==> src/rtl/iterative_muldiv_pkg.sv <==
// muldiv_pkg: shared types and helpers for the iterative multiply/divide unit.
//   muldiv_op_t    - RV32M funct3 encodings
//   muldiv_state_t - control FSM states
//   is_div / is_signed_a / is_signed_b - decode predicates on an op
package muldiv_pkg;

  typedef enum logic [2:0] {
    OP_MUL    = 3'b000,
    OP_MULH   = 3'b001,
    OP_MULHSU = 3'b010,
    OP_MULHU  = 3'b011,
    OP_DIV    = 3'b100,
    OP_DIVU   = 3'b101,
    OP_REM    = 3'b110,
    OP_REMU   = 3'b111
  } muldiv_op_t;

  typedef enum logic [1:0] {
    IDLE   = 2'd0,
    CALC   = 2'd1,
    FINISH = 2'd2
  } muldiv_state_t;

  function automatic logic is_div(muldiv_op_t op);
    return op[2];
  endfunction

  function automatic logic is_signed_a(muldiv_op_t op);
    return (op == OP_MULH) || (op == OP_MULHSU) || (op == OP_DIV) || (op == OP_REM);
  endfunction

  function automatic logic is_signed_b(muldiv_op_t op);
    return (op == OP_MULH) || (op == OP_DIV) || (op == OP_REM);
  endfunction

endpackage

==> src/rtl/iterative_muldiv_if.sv <==
// iterative_muldiv_if: request/response bundle between the control unit
// (master) and the multiply/divide unit (slave).
//   START/KILL/OP/A/B  - request side, driven by master
//   BUSY/DONE/RESULT/ZERO - status and result, driven by slave
interface iterative_muldiv_if #(
  parameter int N = 32
);
  logic         START;
  logic         KILL;
  logic [2:0]   OP;
  logic [N-1:0] A;
  logic [N-1:0] B;
  logic         BUSY;
  logic         DONE;
  logic [N-1:0] RESULT;
  logic         ZERO;

  modport master (
    output START, KILL, OP, A, B,
    input  BUSY, DONE, RESULT, ZERO
  );

  modport slave (
    input  START, KILL, OP, A, B,
    output BUSY, DONE, RESULT, ZERO
  );
endinterface

==> src/rtl/iterative_muldiv.sv <==
// iterative_muldiv: multi-cycle RV32M multiply/divide unit.
// Radix-2 shift-add multiply and restoring divide, one bit per cycle on
// operand magnitudes; signs are re-applied in FINISH. Divide-by-zero and
// signed overflow skip CALC and finish one cycle after acceptance.
// Ports:
//   CLK  - clock, rising edge
//   RSTN - asynchronous active-low reset
//   bus  - slave side of iterative_muldiv_if (START/KILL/OP/A/B in,
//          BUSY/DONE/RESULT/ZERO out)
module iterative_muldiv
  import muldiv_pkg::*;
#(
  parameter int N = 32
) (
  input logic              CLK,
  input logic              RSTN,
  iterative_muldiv_if.slave bus
);
  localparam int CW = $clog2(N) + 1;

  muldiv_state_t  r_state;
  muldiv_op_t     r_op;
  logic           r_sign_a;
  logic           r_sign_b;
  logic           r_fast;
  logic [N-1:0]   r_fast_val;
  // Multiply: r_mag_a multiplicand, r_mag_b multiplier shifted right.
  // Divide: r_mag_a dividend shifting out MSB-first while quotient bits
  // shift in; r_mag_b divisor; remainder lives in r_acc[2N-1:N].
  logic [N-1:0]   r_mag_a;
  logic [N-1:0]   r_mag_b;
  logic [2*N-1:0] r_acc;
  logic [CW-1:0]  r_cnt;
  logic           r_busy;
  logic           r_done;
  logic [N-1:0]   r_result;

  // Request decode
  muldiv_op_t w_op;
  logic       w_sa, w_sb, w_div_zero, w_ovf, w_fast;
  logic [N-1:0] w_fast_val;

  assign w_op       = muldiv_op_t'(bus.OP);
  assign w_sa       = is_signed_a(w_op) & bus.A[N-1];
  assign w_sb       = is_signed_b(w_op) & bus.B[N-1];
  assign w_div_zero = is_div(w_op) && (bus.B == '0);
  assign w_ovf      = ((w_op == OP_DIV) || (w_op == OP_REM)) &&
                      (bus.A == {1'b1, {(N-1){1'b0}}}) && (&bus.B);
  assign w_fast     = w_div_zero | w_ovf;

  // op[1] separates REM/REMU from DIV/DIVU
  always_comb begin
    w_fast_val = '0;
    if (w_div_zero)
      w_fast_val = w_op[1] ? bus.A : '1;
    else if (w_ovf)
      w_fast_val = w_op[1] ? '0 : bus.A;
  end

  // Multiply step: add multiplicand into the high half, shift right by one
  logic [N:0]     w_mul_sum;
  logic [2*N-1:0] w_mul_acc;
  assign w_mul_sum = {1'b0, r_acc[2*N-1:N]} + {1'b0, (r_mag_b[0] ? r_mag_a : '0)};
  assign w_mul_acc = {w_mul_sum, r_acc[N-1:1]};

  // Restoring divide step on an N+1-bit partial remainder. When the trial
  // subtraction succeeds the true difference is below the divisor, so the
  // low N bits of the modular subtraction are exact.
  logic [N:0]   w_div_shift;
  logic [N-1:0] w_div_diff;
  logic         w_qbit;
  logic [N-1:0] w_rem_next;
  assign w_div_shift = {r_acc[2*N-1:N], r_mag_a[N-1]};
  assign w_qbit      = (w_div_shift >= {1'b0, r_mag_b});
  assign w_div_diff  = w_div_shift[N-1:0] - r_mag_b;
  assign w_rem_next  = w_qbit ? w_div_diff : w_div_shift[N-1:0];

  // Sign correction and result selection
  logic [2*N-1:0] w_prod;
  logic [N-1:0]   w_quot, w_rem, w_final;
  assign w_prod = (r_sign_a ^ r_sign_b) ? -r_acc : r_acc;
  assign w_quot = (r_sign_a ^ r_sign_b) ? -r_mag_a : r_mag_a;
  assign w_rem  = r_sign_a ? -r_acc[2*N-1:N] : r_acc[2*N-1:N];

  always_comb begin
    w_final = w_prod[N-1:0];
    case (r_op)
      OP_MUL:                       w_final = w_prod[N-1:0];
      OP_MULH, OP_MULHSU, OP_MULHU: w_final = w_prod[2*N-1:N];
      OP_DIV, OP_DIVU:              w_final = w_quot;
      OP_REM, OP_REMU:              w_final = w_rem;
      default:                      w_final = w_prod[N-1:0];
    endcase
  end

  always_ff @(posedge CLK or negedge RSTN) begin
    if (!RSTN) begin
      r_state    <= IDLE;
      r_op       <= OP_MUL;
      r_sign_a   <= 1'b0;
      r_sign_b   <= 1'b0;
      r_fast     <= 1'b0;
      r_fast_val <= '0;
      r_mag_a    <= '0;
      r_mag_b    <= '0;
      r_acc      <= '0;
      r_cnt      <= '0;
      r_busy     <= 1'b0;
      r_done     <= 1'b0;
      r_result   <= '0;
    end else begin
      r_done <= 1'b0;
      if (bus.KILL) begin
        r_state <= IDLE;
        r_busy  <= 1'b0;
      end else begin
        case (r_state)
          IDLE: begin
            if (bus.START) begin
              r_op       <= w_op;
              r_sign_a   <= w_sa;
              r_sign_b   <= w_sb;
              r_mag_a    <= w_sa ? -bus.A : bus.A;
              r_mag_b    <= w_sb ? -bus.B : bus.B;
              r_acc      <= '0;
              r_cnt      <= '0;
              r_fast     <= w_fast;
              r_fast_val <= w_fast_val;
              r_busy     <= 1'b1;
              r_state    <= w_fast ? FINISH : CALC;
            end
          end
          CALC: begin
            if (is_div(r_op)) begin
              r_acc[2*N-1:N] <= w_rem_next;
              r_mag_a        <= {r_mag_a[N-2:0], w_qbit};
            end else begin
              r_acc   <= w_mul_acc;
              r_mag_b <= r_mag_b >> 1;
            end
            r_cnt <= r_cnt + 1'b1;
            if (r_cnt == CW'(N - 1))
              r_state <= FINISH;
          end
          FINISH: begin
            r_result <= r_fast ? r_fast_val : w_final;
            r_done   <= 1'b1;
            r_busy   <= 1'b0;
            r_state  <= IDLE;
          end
          default: r_state <= IDLE;
        endcase
      end
    end
  end

  assign bus.BUSY   = r_busy;
  assign bus.DONE   = r_done;
  assign bus.RESULT = r_result;
  assign bus.ZERO   = ~|r_result;

endmodule

==> src/flat_wrapper.sv <==
// flat-port wrapper written by rule: the top's interface ports become plain ports
module iterative_muldiv_flat import muldiv_pkg::*;
#(
  parameter int N = 32
)
  (CLK, RSTN, bus_START, bus_KILL, bus_OP, bus_A, bus_B, bus_BUSY, bus_DONE, bus_RESULT, bus_ZERO);
  iterative_muldiv_if #(.N(N)) bus_i ();
  input logic CLK;
  input logic RSTN;
  input wire logic [$bits(bus_i.START)-1:0] bus_START;
  input wire logic [$bits(bus_i.KILL)-1:0] bus_KILL;
  input wire logic [$bits(bus_i.OP)-1:0] bus_OP;
  input wire logic [$bits(bus_i.A)-1:0] bus_A;
  input wire logic [$bits(bus_i.B)-1:0] bus_B;
  output wire logic [$bits(bus_i.BUSY)-1:0] bus_BUSY;
  output wire logic [$bits(bus_i.DONE)-1:0] bus_DONE;
  output wire logic [$bits(bus_i.RESULT)-1:0] bus_RESULT;
  output wire logic [$bits(bus_i.ZERO)-1:0] bus_ZERO;
  assign bus_i.START = bus_START;
  assign bus_i.KILL = bus_KILL;
  assign bus_i.OP = bus_OP;
  assign bus_i.A = bus_A;
  assign bus_i.B = bus_B;
  assign bus_BUSY = bus_i.BUSY;
  assign bus_DONE = bus_i.DONE;
  assign bus_RESULT = bus_i.RESULT;
  assign bus_ZERO = bus_i.ZERO;
  iterative_muldiv #(.N(N)) u_core (.CLK(CLK), .RSTN(RSTN), .bus(bus_i));
endmodule
==> config.mk <==
export PLATFORM = sky130hd
export DESIGN_NAME = iterative_muldiv_flat
export DESIGN_NICKNAME = d
export VERILOG_FILES = /design/src/rtl/iterative_muldiv_pkg.sv /design/src/rtl/iterative_muldiv_if.sv /design/src/rtl/iterative_muldiv.sv /design/src/flat_wrapper.sv
export SDC_FILE = /design/constraint.sdc
export NUM_CORES = 1
export LEC_CHECK = 0
export CORE_MARGIN = 10
export CORE_UTILIZATION = 30
export DETAILED_ROUTE_END_ITERATION = 10
export PLACE_DENSITY = 0.49
export SLEW_MARGIN = 10
export SYNTH_ARGS = -nofsm -noshare
export SYNTH_HDL_FRONTEND = slang
export SYNTH_SLANG_ARGS = --single-unit
==> constraint.sdc <==
create_clock -name CLK -period 7.5 [get_ports CLK]
set_input_delay 2.25 -clock CLK [delete_from_list [all_inputs] [get_ports CLK]]
set_output_delay 2.25 -clock CLK [all_outputs]
set_load 0.05 [all_outputs]
After elaboration in Yosys (flattened, before gate mapping)
Cells that the tools add are included.
{"block": "op_classes", "addsub": 8, "n_mul": 0, "div_mod_pow": 0, "magnitude_cmp": 1, "eq_ne": 20, "shifts": 0, "n_mux": 35, "bitwise": 5, "n_reduce_logical": 27}
{"cell": "2-to-1 mux 32 bit", "n": 17}
{"cell": "2-to-1 mux 64 bit", "n": 2}
{"cell": "negator 32 bit", "n": 4}
{"cell": "one-hot mux 32 bit (2 select lines)", "n": 2}
{"cell": "one-hot mux 32 bit (4 select lines)", "n": 1}
{"cell": "one-hot mux 64 bit (2 select lines)", "n": 1}
{"cell": "negator 64 bit", "n": 1}
{"cell": "adder 32 x 32 -> 33 bit", "n": 1}
{"cell": "greater-or-equal comparator 33 x 32 -> 1 bit", "n": 1}
{"cell": "== test 32 bit (second input constant)", "n": 1}
{"cell": "zero test 32 bit", "n": 1}
{"cell": "AND reduction 32 bit", "n": 1}
{"cell": "OR reduction 32 bit", "n": 1}
{"cell": "subtractor 32 bit", "n": 1}
{"cell": "== test 3 bit (second input constant)", "n": 6}
{"cell": "one-hot mux 6 bit (2 select lines)", "n": 1}
{"cell": "== test 3 x 2 -> 1 bit (second input constant)", "n": 3}
{"cell": "2-to-1 mux 2 bit", "n": 4}
{"cell": "AND reduction 4 bit", "n": 2}
{"cell": "adder 6 x 1 -> 6 bit (second input constant)", "n": 1}
{"cell": "== test 3 x 1 -> 1 bit (second input constant)", "n": 2}
{"cell": "== test 6 x 5 -> 1 bit (second input constant)", "n": 1}
{"cell": "logical OR 1 bit", "n": 6}
{"cell": "2-to-1 mux 6 bit", "n": 1}
{"cell": "other kinds (23)", "n": 34}
{"block": "totals", "register_bits": 208, "latchBits": 0, "ram_bits": 0, "mem_bits_ro": 0, "inputBits": 71, "output_inout_bits": 35, "elab_cells": 110, "mem_count": 0}

Logic depth before layout (Yosys ltp)
Gate-level depths: netlist (run 1).
{"block": "depth", "ltp_word": 9, "ltp_mapped": 14, "ltp_nobuf": 13}

Least setup slack after synthesis (run 1)
Ideal clock, no wire load.
{"block": "synth_path", "kind": "input to register", "startpoint": "in bus_A[11]", "endpoint": "reg u_core.r_mag_a[30]", "setup_ps": 130, "t_arrival_ps": 4492, "required_ps": 7370, "path_slack_ps": 2879, "path_stages": 9, "n_path_buf": 0, "cell_sequence": "or4_1 or3_1 or4_1 nand2b_1 o41ai_2 xor2_1 nor2_1 a21oi_1 o21ai_1"}
{"block": "synth_via", "elab_chain_len": 4}
{"element": "start, declared", "line_no": "flat_wrapper.sv:13", "rtl": "input wire logic [$bits(bus_i.A)-1:0] bus_A;"}
{"element": "negator 32 bit", "line_no": "iterative_muldiv.sv:123", "rtl": "r_mag_a <= w_sa ? -bus.A : bus.A;"}
{"element": "2-to-1 mux 32 bit", "line_no": "iterative_muldiv.sv:123"}
{"element": "2-to-1 mux 32 bit", "line_no": "iterative_muldiv.sv:119", "rtl": "if (bus.START) begin"}
{"element": "one-hot mux 32 bit (2 select lines)", "line_no": "iterative_muldiv.sv:117", "rtl": "case (r_state)"}
{"element": "end signal, assigned", "line_no": "iterative_muldiv.sv:123"}
{"element": "end signal, assigned", "line_no": "iterative_muldiv.sv:136", "rtl": "r_mag_a <= {r_mag_a[N-2:0], w_qbit};"}
{"element": "end, declared", "line_no": "iterative_muldiv.sv:30", "rtl": "logic [N-1:0] r_mag_a;"}
No other way between the ends. The select of a mux whose other input is x is not followed.
A chain may end at the register's enable or synchronous reset.

Worst setup path in the final report (run 1)
{"block": "layout_path", "startpoint": "in bus_B[18]", "endpoint": "reg u_core.r_fast_val[29]"}
{"block": "layout_via", "elab_chain_len": 4, "elab_cells_between_ends": 6, "classes_between": "mux: 2; reduce/logical: 4"}
{"element": "start, declared", "line_no": "flat_wrapper.sv:14", "rtl": "input wire logic [$bits(bus_i.B)-1:0] bus_B;"}
{"element": "AND reduction 32 bit", "line_no": "iterative_muldiv.sv:48", "rtl": "(bus.A == {1'b1, {(N-1){1'b0}}}) && (&bus.B);"}
{"element": "logical AND 1 bit", "line_no": "iterative_muldiv.sv:48"}
{"element": "2-to-1 mux 32 bit", "line_no": "iterative_muldiv.sv:56", "rtl": "else if (w_ovf)"}
{"element": "2-to-1 mux 32 bit (*)", "line_no": "iterative_muldiv.sv:54", "rtl": "if (w_div_zero)"}
{"element": "end signal, assigned", "line_no": "iterative_muldiv.sv:128", "rtl": "r_fast_val <= w_fast_val;"}
{"element": "end, declared", "line_no": "iterative_muldiv.sv:26", "rtl": "logic [N-1:0] r_fast_val;"}
Mark *: on every way between the ends. The rest lies on a longest branch, timed or not.

==> flow_metrics.tcl, run 1 <==
set metrics [dict create \
    final.min_clock_period_ns 5.142 \
    grt_max_degree 170 \
    synth_cells 2286 \
    area_delta_synth_final_pct 14.40 \
    cts_resized 0 \
    timing.setup.tns_ns 0 \
    ys_warn_count 0 \
    slowest_stage "clkdlybuf4s50_1" \
    drive_gt1_frac 0.04555 \
    synth-seq-area-share 0.2957 \
    synthArstFlopShare 1.000 \
    routedWlPerCell_um 21.87 \
    cts_tree "built" \
    synth_top_area_cell "dfrtp_1" \
    ys_top_cells_by_area "dfrtp_1 (30%), o21ai_0 (7.1%), xor2_1 (6.0%)" \
    critical-path-max-stage-delay_ns 0.51 \
    p_total_mw 8.140 \
    coreArea_mm2 0.05792 \
    fmax_ghz 0.1945 \
    cts_root_buf "clkbuf_16" \
    finClkSkew_ns 0.02300 \
    synth_seq_cells 208 \
    dr.pass1.iters 5 \
    synth_ff_type "dfrtp_1" \
    max_cap_violations 0 \
    synth-edff-count 0 \
    vias_per_cell 5.634 \
    utilization 0.3477 \
    htree_levels 1 \
    grt_util_all_layers 0.1877 \
    synth_area_mm2 0.01760 \
    synth.most_common_cell "nand2_1" \
    initial_core_util 0.3039 \
    place_area_mm2 0.01925 \
    place_congestion 0.9396 \
    cp_num_buf_inv 2 \
    num_rows 88 \
    crit_chain "clkdlybuf4s50_1 -> or3_1 -> or3_1 -> or3_1 -> nor4_2 -> and4b_1 -> nor2b_2 -> buf_4 -> nor2_1 -> o21ai_0" \
    die_w_um 262.2 \
    dp_hpwl_um 51140 \
    worstSetupEndpointType "flop" \
    syn-num-nets 2431 \
    vias 17300 \
    dieArea_mm2 0.06876 \
    cp_common_cell "or3_1" \
    finalInstanceArea_mm2 0.02014 \
    antenna_found_initial 0 \
    ir_worst_vdd_mv 0.1939 \
    slew_viol_final 0 \
    rsz0062_at_grt "no" \
    cts_buffers 27 \
    cp-start-kind "input pin" \
    yosys.area.top_type_share 0.2957 \
    ctsHoldBuffers 0 \
    io_pins 106 \
    cp_top_family "simple AND/OR/NAND/NOR gates" \
    period_share 0.6856 \
    fin_hold_ws_ns 0.4785 \
    critPathRequiredTime_ns 7.98 \
    power_density_mw_per_mm2 404.2 \
    grt_pass1_vias 16780 \
    clock_latency_ns 0.57 \
    cts_setup_buffers 0 \
    status "complete, no violations" \
    nNetsFinal 2433 \
    routed_wl_um 67130 \
    path_class "in -> reg" \
    portBuffers 105 \
    hold_class "reg -> reg" \
    path_clk_slew_ns 0.06 \
    ant_nets 0 \
    p_leak_nw 8.377 \
    relSlewSlack 0.1704 \
    die-height_um 262.2 \
    ys_top_cells_by_count "nand2_1 (259), o21ai_0 (250), nor2_1 (213), a21oi_1 (211), dfrtp_1 (208)" \
    synth.distinct_cells 82 \
    clk_path_buf_depth 3 \
    cp_max_fo 32 \
    grt_pass1_wl_um 104200 \
    antenna-diode-count 0 \
    tightestPinTransition_ns 1.244 \
    avgSynthCellArea_um2 7.700 \
    cts_sinks 208 \
    gr-total-overflow 0 \
    cp.arrival_ns 5.62 \
    drt_iter0_drc 1669 \
    drc 0 \
    finalSetupViolCount 0 \
    final-hold-violation-count 0 \
]
==> worst min-delay path, stage by stage (launching register included) <==
cell and delay, ns:
dfrtp_1 0.34, nand2_1 0.05, o21ai_0 0.06
==> through the flow <==
stage / setup WS [ns] / cells
global route: 2.174 / 3070
CTS: 2.372 / 3070
global placement: 1.841 / 3024
finish: 2.358 / 3070
detailed placement: 1.766 / 3024
floorplan: 2.879 / 2286
==> path summary, 6_finish.rpt <==
| check | start | endpoint | slack, ns | depth (start not counted) |
|---|---|---|---|---|
| worst min register to register | u_core.r_fast_val[19] | u_core.r_fast_val[19] | 0.48 | 2 |
| min in group asynchronous | RSTN | u_core.r_mag_b[4] | 1.56 | 1 |
| worst max register to register | u_core.r_mag_b[0] | u_core.r_acc[50] | 3.02 | 11 |
| worst min-delay path | u_core.r_fast_val[19] | u_core.r_fast_val[19] | 0.48 | 2 |
| worst max-delay path | bus_B[18] | u_core.r_fast_val[29] | 2.36 | 10 |
| max in group asynchronous | RSTN | u_core.r_acc[31] | 4.62 | 2 |
==> report_power, final <==
part	total [mW]	internal (mW)	switching, mW
Clock	1.32	0.786	0.533
Sequential	2.13	1.42	0.715
Combinational	4.69	1.78	2.91
Total	8.14	3.99	4.15
==> placed cells by master, fill, tap and decap left out, types with 29 or more instances in the layout <==
master / instances
a21oi_1: 211
a22o_1: 31
and2_1: 41
nand3_1: 42
inv_1: 66
clkdlybuf4s50_1: 104
xnor2_1: 106
nor2_1: 210
nand2_1: 259
nor4_1: 30
o21ai_0: 249
or3_1: 29
nor3_1: 40
xor2_1: 120
dfrtp_1: 207
ha_1: 72
==> final cells by class <==
cell class	instances	area (um^2)
timing repair buffer	128	1241
clock inverter	9	115.1
sequential	208	5206
multi-input combinational	1857	11600
clock buffer	37	773.2
tap	765	957.2
fill	6160	37780
inverter	66	247.7
==> logic make-up (layout without fill, tap and decap cells) <==
logic type / count (synthesis) / after routing / share of synthesized area
muxes: 22 / 22 / 0.01279
buffers and inverters: 221 / 240 / 0.05047
AOI/OAI and AO/OA: 753 / 753 / 0.2630
DFF: 208 / 208 / 0.2957
and+or+nand+nor: 780 / 780 / 0.2111
xor gates and xnor gates: 228 / 228 / 0.1134
adders and majority gates: 74 / 74 / 0.05345
==> metal layers <==
| metal | global-route usage | vias to the layer above | part of all wire |
|---|---|---|---|
| li1 | - | 8216 | - |
| met1 | 0.2612 | 8493 | 0.46 |
| met2 | 0.3002 | 493 | 0.46 |
| met3 | 0.02302 | 95 | 0.054 |
| met4 | 0.05048 | 0 | 0.024 |
| met5 | 0 | - | 0 |
==> state kept, by name, summed over array words and instances (netlist names) <==
| register | count |
|---|---|
| u_core.r_sign_a | 1 |
| u_core.r_fast | 1 |
| u_core.bus.DONE | 1 |
| u_core.r_fast_val | 32 |
| u_core.r_sign_b | 1 |
| u_core.r_mag_a | 32 |
| u_core.r_state | 2 |
| u_core.r_acc | 64 |
| u_core.bus.BUSY | 1 |
| u_core.r_cnt | 6 |
| u_core.bus.RESULT | 32 |
| u_core.r_mag_b | 32 |
| u_core.r_op | 3 |
(Power assumes the default switching activity.)
==> run 2, diff against run 1 <==
Clock period 7.5 ns to 4.8 ns, I/O delays scaled along.
==> run 2 against run 1 <==
  * Sequential share of layout area shrank 0.36 points
  * Total power grew 59%
  * Die area is the same
  * Largest power group unchanged
  * Utilization grew 0.49 points
  * Setup slack lost 1.6 ns
==> flow_metrics.tcl, run 2 (same netlist as run 1, synthesis figures left out) <==
set metrics [dict create \
    cts_tree "built" \
    r2r_end "u_core.r_acc[60]" \
    dieArea_mm2 0.06876 \
    relSlewSlack 0.1932 \
    hold_class "reg -> reg" \
    path_clk_slew_ns 0.06 \
    cp-start-kind "flop" \
    timing.setup.tns_ns 0 \
    nNetsFinal 2466 \
    coreArea_mm2 0.05792 \
    max_cap_violations 0 \
    grt_pass1_wl_um 106900 \
    p_leak_nw 8.555 \
    rsz0062_at_grt "no" \
    vias_per_cell 5.620 \
    grt_max_degree 96 \
    place_congestion 0.9186 \
    dp_hpwl_um 54410 \
    top_register "u_core.r_acc" \
    gr-total-overflow 0 \
    final.min_clock_period_ns 4.090 \
    crit_chain "ha_1 -> nand3_1 -> a2111oi_0 -> nor3_1 -> buf_4 -> a31oi_1 -> a21oi_1 -> o211ai_4 -> buf_12 -> mux2_2 -> a22oi_1 -> o21ai_0" \
    fillers 6159 \
    rrSetupSlack_ns 0.71 \
    drt_iter0_drc 1588 \
    cts_setup_buffers 0 \
    fmax_ghz 0.2445 \
    power_density_mw_per_mm2 633.7 \
    worstSetupEndpointType "flop" \
    cp_top_family "compound AO/OA/AOI/OAI gates" \
    cts_root_buf "clkbuf_16" \
    largest_reg_flops 64 \
    reg2reg_from "u_core.r_acc[39]" \
    drive_gt1_frac 0.05895 \
    holdPathEnd "u_core.r_fast_val[18]" \
    cts_sinks 208 \
    critical-path-max-stage-delay_ns 0.56 \
    die-height_um 262.2 \
    cp_num_buf_inv 2 \
    slew_viol_final 0 \
    critPathRequiredTime_ns 5.22 \
    final_common_cell "nand2_1" \
    dr.pass1.iters 6 \
    drc 0 \
    antenna-diode-count 0 \
    vias 17460 \
    ir_worst_vdd_mv 0.2744 \
    routed_wl_um 70010 \
    slowest_stage "dfrtp_1" \
    initial_core_util 0.3039 \
    reg2reg_depth 12 \
    period_share 0.8520 \
    fin_hold_ws_ns 0.4950 \
    final_cell_mix "nand2_1 (259), o21ai_0 (249), a21oi_1 (211)" \
    num_rows 88 \
    grt_util_all_layers 0.1941 \
    cts_resized 0 \
    die_w_um 262.2 \
    cts_buffers 27 \
    min_from "u_core.r_fast_val[18]" \
    area_delta_synth_final_pct 16.01 \
    cp_max_fo 50 \
    holdPathStages 2 \
    clk_path_buf_depth 3 \
    antenna_found_initial 2 \
    ant_nets 0 \
    routedWlPerCell_um 22.54 \
    path_class "reg -> reg" \
    portBuffers 105 \
    final-hold-violation-count 0 \
    finClkSkew_ns 0.02848 \
    finalSetupViolCount 0 \
    status "complete, no violations" \
    grt_pass1_vias 16830 \
    io_pins 106 \
    ctsHoldBuffers 0 \
    clock_latency_ns 0.58 \
    utilization 0.3526 \
    tightestPinTransition_ns 1.210 \
    p_total_mw 12.94 \
    htree_levels 1 \
    cp.arrival_ns 4.51 \
]
-- run 2: metal layers --
| metal | up-vias | wire length (um) | global-route usage |
|---|---|---|---|
| li1 | 8299 | - | - |
| met1 | 8639 | 32960 | 0.2705 |
| met2 | 438 | 32240 | 0.3129 |
| met3 | 77 | 3232 | 0.02237 |
| met4 | 2 | 1530 | 0.04846 |
| met5 | - | 44 | 0 |
-- run 2: how the worst max path moves through the flow --
stage                     startpoint                     to  cells after the start
floorplan                  bus_A[11]     u_core.r_mag_a[30]                      9
global placement           bus_A[13]  u_core.r_fast_val[20]                      8
detailed placement         bus_A[13]   u_core.r_fast_val[7]                      8
CTS                        bus_A[13]   u_core.r_fast_val[7]                      8
global route               bus_B[13]  u_core.r_fast_val[28]                      8
finish              u_core.r_acc[39]       u_core.r_acc[60]                     12
-- run 2: where the power goes --
group | switching [mW] | total (mW) | internal (mW)
clock network | 0.840 | 2.05 | 1.21
logic | 4.79 | 7.71 | 2.91
registers | 0.964 | 3.18 | 2.22
-- run 2: tightest hold or removal path: cells and delay by family (launching register included) --
kind / cells / cell delay [ns]
DFF: 1 / 0.35
AOI/OAI and AO/OA: 1 / 0.06
and+or+nand+nor: 1 / 0.05
-- run 2: final cells by class --
| type | instances | area, um^2 | area share |
|---|---|---|---|
| clock buffers | 38 | 757.0 | 0.03707 |
| inverters | 66 | 247.7 | 0.01213 |
| flip-flops and latches | 208 | 5206 | 0.2549 |
| repair buffers | 161 | 1526 | 0.07475 |
| multi-input cells | 1857 | 11600 | 0.5679 |
| well taps | 765 | 957.2 | 0.04687 |
| clock inverters | 11 | 130.1 | 0.006372 |
-- run 2: stage by stage --
step                cell area (um^2)  instances  setup WS [ns]
floorplan                      17600       2286         0.9888
global placement               19530       3057         0.2405
detailed placement             19530       3057         0.1558
CTS                            20420       3106         0.7495
global route                   20420       3106         0.4852
finish                         20420       3106         0.7105
==> run 3, diff against run 2 <==
Settings changed: CORE_ASPECT_RATIO set to 0.8, GPL_TIMING_DRIVEN set to 0, MAX_ROUTING_LAYER set to met4.
==> run 3 against run 2 <==
  * Setup slack worse by 0.53 ns
  * Clock-buffer cell count did not move
  * Clock power is 6% higher
  * Register-to-register slack lost 0.26 ns
  * Cell area grew 0.89%
  * Maximum frequency is 12% lower
  * Clock skew is 0.015 ns lower
  * Critical path depth down 4
  * Sequential power is 5% lower
  * Largest power group unchanged
  * Total power is 4.7% higher
  * Global-route usage increased by 3.8 points
  * Critical path type is now in -> reg
==> flow_metrics.tcl, run 3 (same netlist as run 1, synthesis figures left out) <==
set metrics [dict create \
    grt_pass1_vias 18000 \
    p_leak_nw 8.563 \
    die-height_um 236.7 \
    gr-total-overflow 0 \
    detailedPlace.worstSlack_ns -0.9917 \
    drive_gt1_frac 0.03980 \
    reg2reg_from "u_core.r_mag_a[31]" \
    final.min_clock_period_ns 4.621 \
    use_met1 0.3337 \
    cts_buffers 26 \
    finalSetupViolCount 0 \
    cts_tree "built" \
    rrSetupSlack_ns 0.45 \
    antenna_found_initial 1 \
    power_density_mw_per_mm2 657.5 \
    final_common_cell "nand2_1" \
    path_clk_slew_ns 0.06 \
    htree_levels 1 \
    cp_max_fo 10 \
    max_cap_violations 0 \
    drt_iter0_drc 1849 \
    vias_per_cell 5.772 \
    slew_viol_final 0 \
    critPathRequiredTime_ns 5.24 \
    io_pins 106 \
    holdPathStages 2 \
    fin_hold_ws_ns 0.4889 \
    cp-start-kind "input pin" \
    tightestPinTransition_ns 1.154 \
    r2r_end "u_core.r_acc[55]" \
    cts_root_buf "clkbuf_16" \
    holdPathEnd "u_core.r_fast_val[22]" \
    ant_nets 0 \
    rsz0062_at_grt "no" \
    coreArea_mm2 0.05812 \
    ir_worst_vdd_mv 0.3903 \
    largest_reg_flops 64 \
    top_usage_layer "met1" \
    nNetsFinal 2565 \
    timing.setup.tns_ns 0 \
    path_class "in -> reg" \
    gr-usage-met3 0.05755 \
    relSlewSlack 0.2280 \
    grt_pass1_wl_um 119500 \
    portBuffers 104 \
    vias 18510 \
    area_delta_synth_final_pct 17.05 \
    worstSetupEndpointType "flop" \
    status "complete, no violations" \
    period_share 0.9628 \
    place_congestion 0.9596 \
    die_w_um 290.8 \
    top_register "u_core.r_acc" \
    met2_usage 0.3191 \
    final-hold-violation-count 0 \
    routed_wl_um 81100 \
    dp_hpwl_um 65400 \
    dr.pass1.iters 7 \
    clock_latency_ns 0.59 \
    num_rows 79 \
    final_cell_mix "nand2_1 (259), o21ai_0 (250), nor2_1 (213)" \
    grt_util_all_layers 0.2321 \
    reg2reg_depth 12 \
    cp.arrival_ns 5.06 \
    hold_class "reg -> reg" \
    finalInstanceArea_mm2 0.02060 \
    cts_sinks 208 \
    min_from "u_core.r_fast_val[22]" \
    finClkSkew_ns 0.01391 \
    worst_slack_ns 0.1788 \
    routedWlPerCell_um 25.29 \
    place_inst 3161 \
    initial_core_util 0.3029 \
    fmax_ghz 0.2164 \
    grt_max_degree 95 \
    cts_setup_buffers 0 \
    place_area_mm2 0.01967 \
    dieArea_mm2 0.06882 \
    drc 0 \
    fin_cells 3207 \
    clk_path_buf_depth 3 \
]
run 3: cell count changes in the layout (fill, tap and decap cells not counted), moves of 4 or more:
cell	previous run	this run
buf_12	4	0
clkbuf_1	7	125
buf_4	52	1
clkbuf_8	4	8
buf_1	0	10
clkinv_2	5	1
buf_2	0	17
run 3: report_power, final:
group | switching [mW] | total [mW] | internal (mW)
logic | 5.47 | 8.36 | 2.89
clock network | 0.851 | 2.17 | 1.32
registers | 0.793 | 3.01 | 2.22
run 3: routing by layer:
layer / wire, um / part of all wire
met1: 39160 / 0.48
met4: 1793 / 0.022
met5: 0 / 0
met2: 32780 / 0.40
met3: 7355 / 0.091
run 3: how the worst max path moves through the flow:
stage	start	endpoint	slack, ns	cells after the start
3_3_place_gp	RSTN	u_core.r_fast_val[11]	-7.20	1
2_1_floorplan	bus_A[11]	u_core.r_mag_a[30]	0.99	9
3_5_place_dp	bus_KILL	u_core.r_mag_b[3]	-0.99	8
5_1_grt	bus_KILL	u_core.r_mag_b[3]	0.11	8
4_1_cts	bus_KILL	u_core.r_mag_b[3]	0.009	8
6_report	bus_KILL	u_core.r_mag_b[1]	0.18	8
run 3: what timing repair did:
action,in CTS,in global routing
hold buffers,0,0
gates resized for setup,1,5
endpoints found under the setup margin,20,20
gates cloned,0,0
run 3: worst max-delay path, stage by stage:
cell	delay (ns)
clkdlybuf4s50_1	0.60
or2_2	0.15
clkbuf_1	0.47
nand2_1	0.51
o21ai_2	0.50
clkbuf_1	0.64
clkbuf_2	0.55
o21ai_0	0.17
run 3: area by class of cell:
class,instances,area (um^2)
repair buffers,106,1101
well taps,769,962.2
multi-input cells,1857,11510
clock buffers,38,765.7
fillers,6228,37520
diodes,1,2.502
inverters,66,247.7
flip-flops and latches,208,5205
plain buffers,155,643.1
clock inverters,7,163.9
run 3: metrics by stage:
step	total power, mW	util
finish	13.55	0.3545
global route	14.38	0.3545
CTS	13.36	0.3544
detailed placement	11.13	0.3383
global placement	11.11	0.3373
floorplan	8.247	-
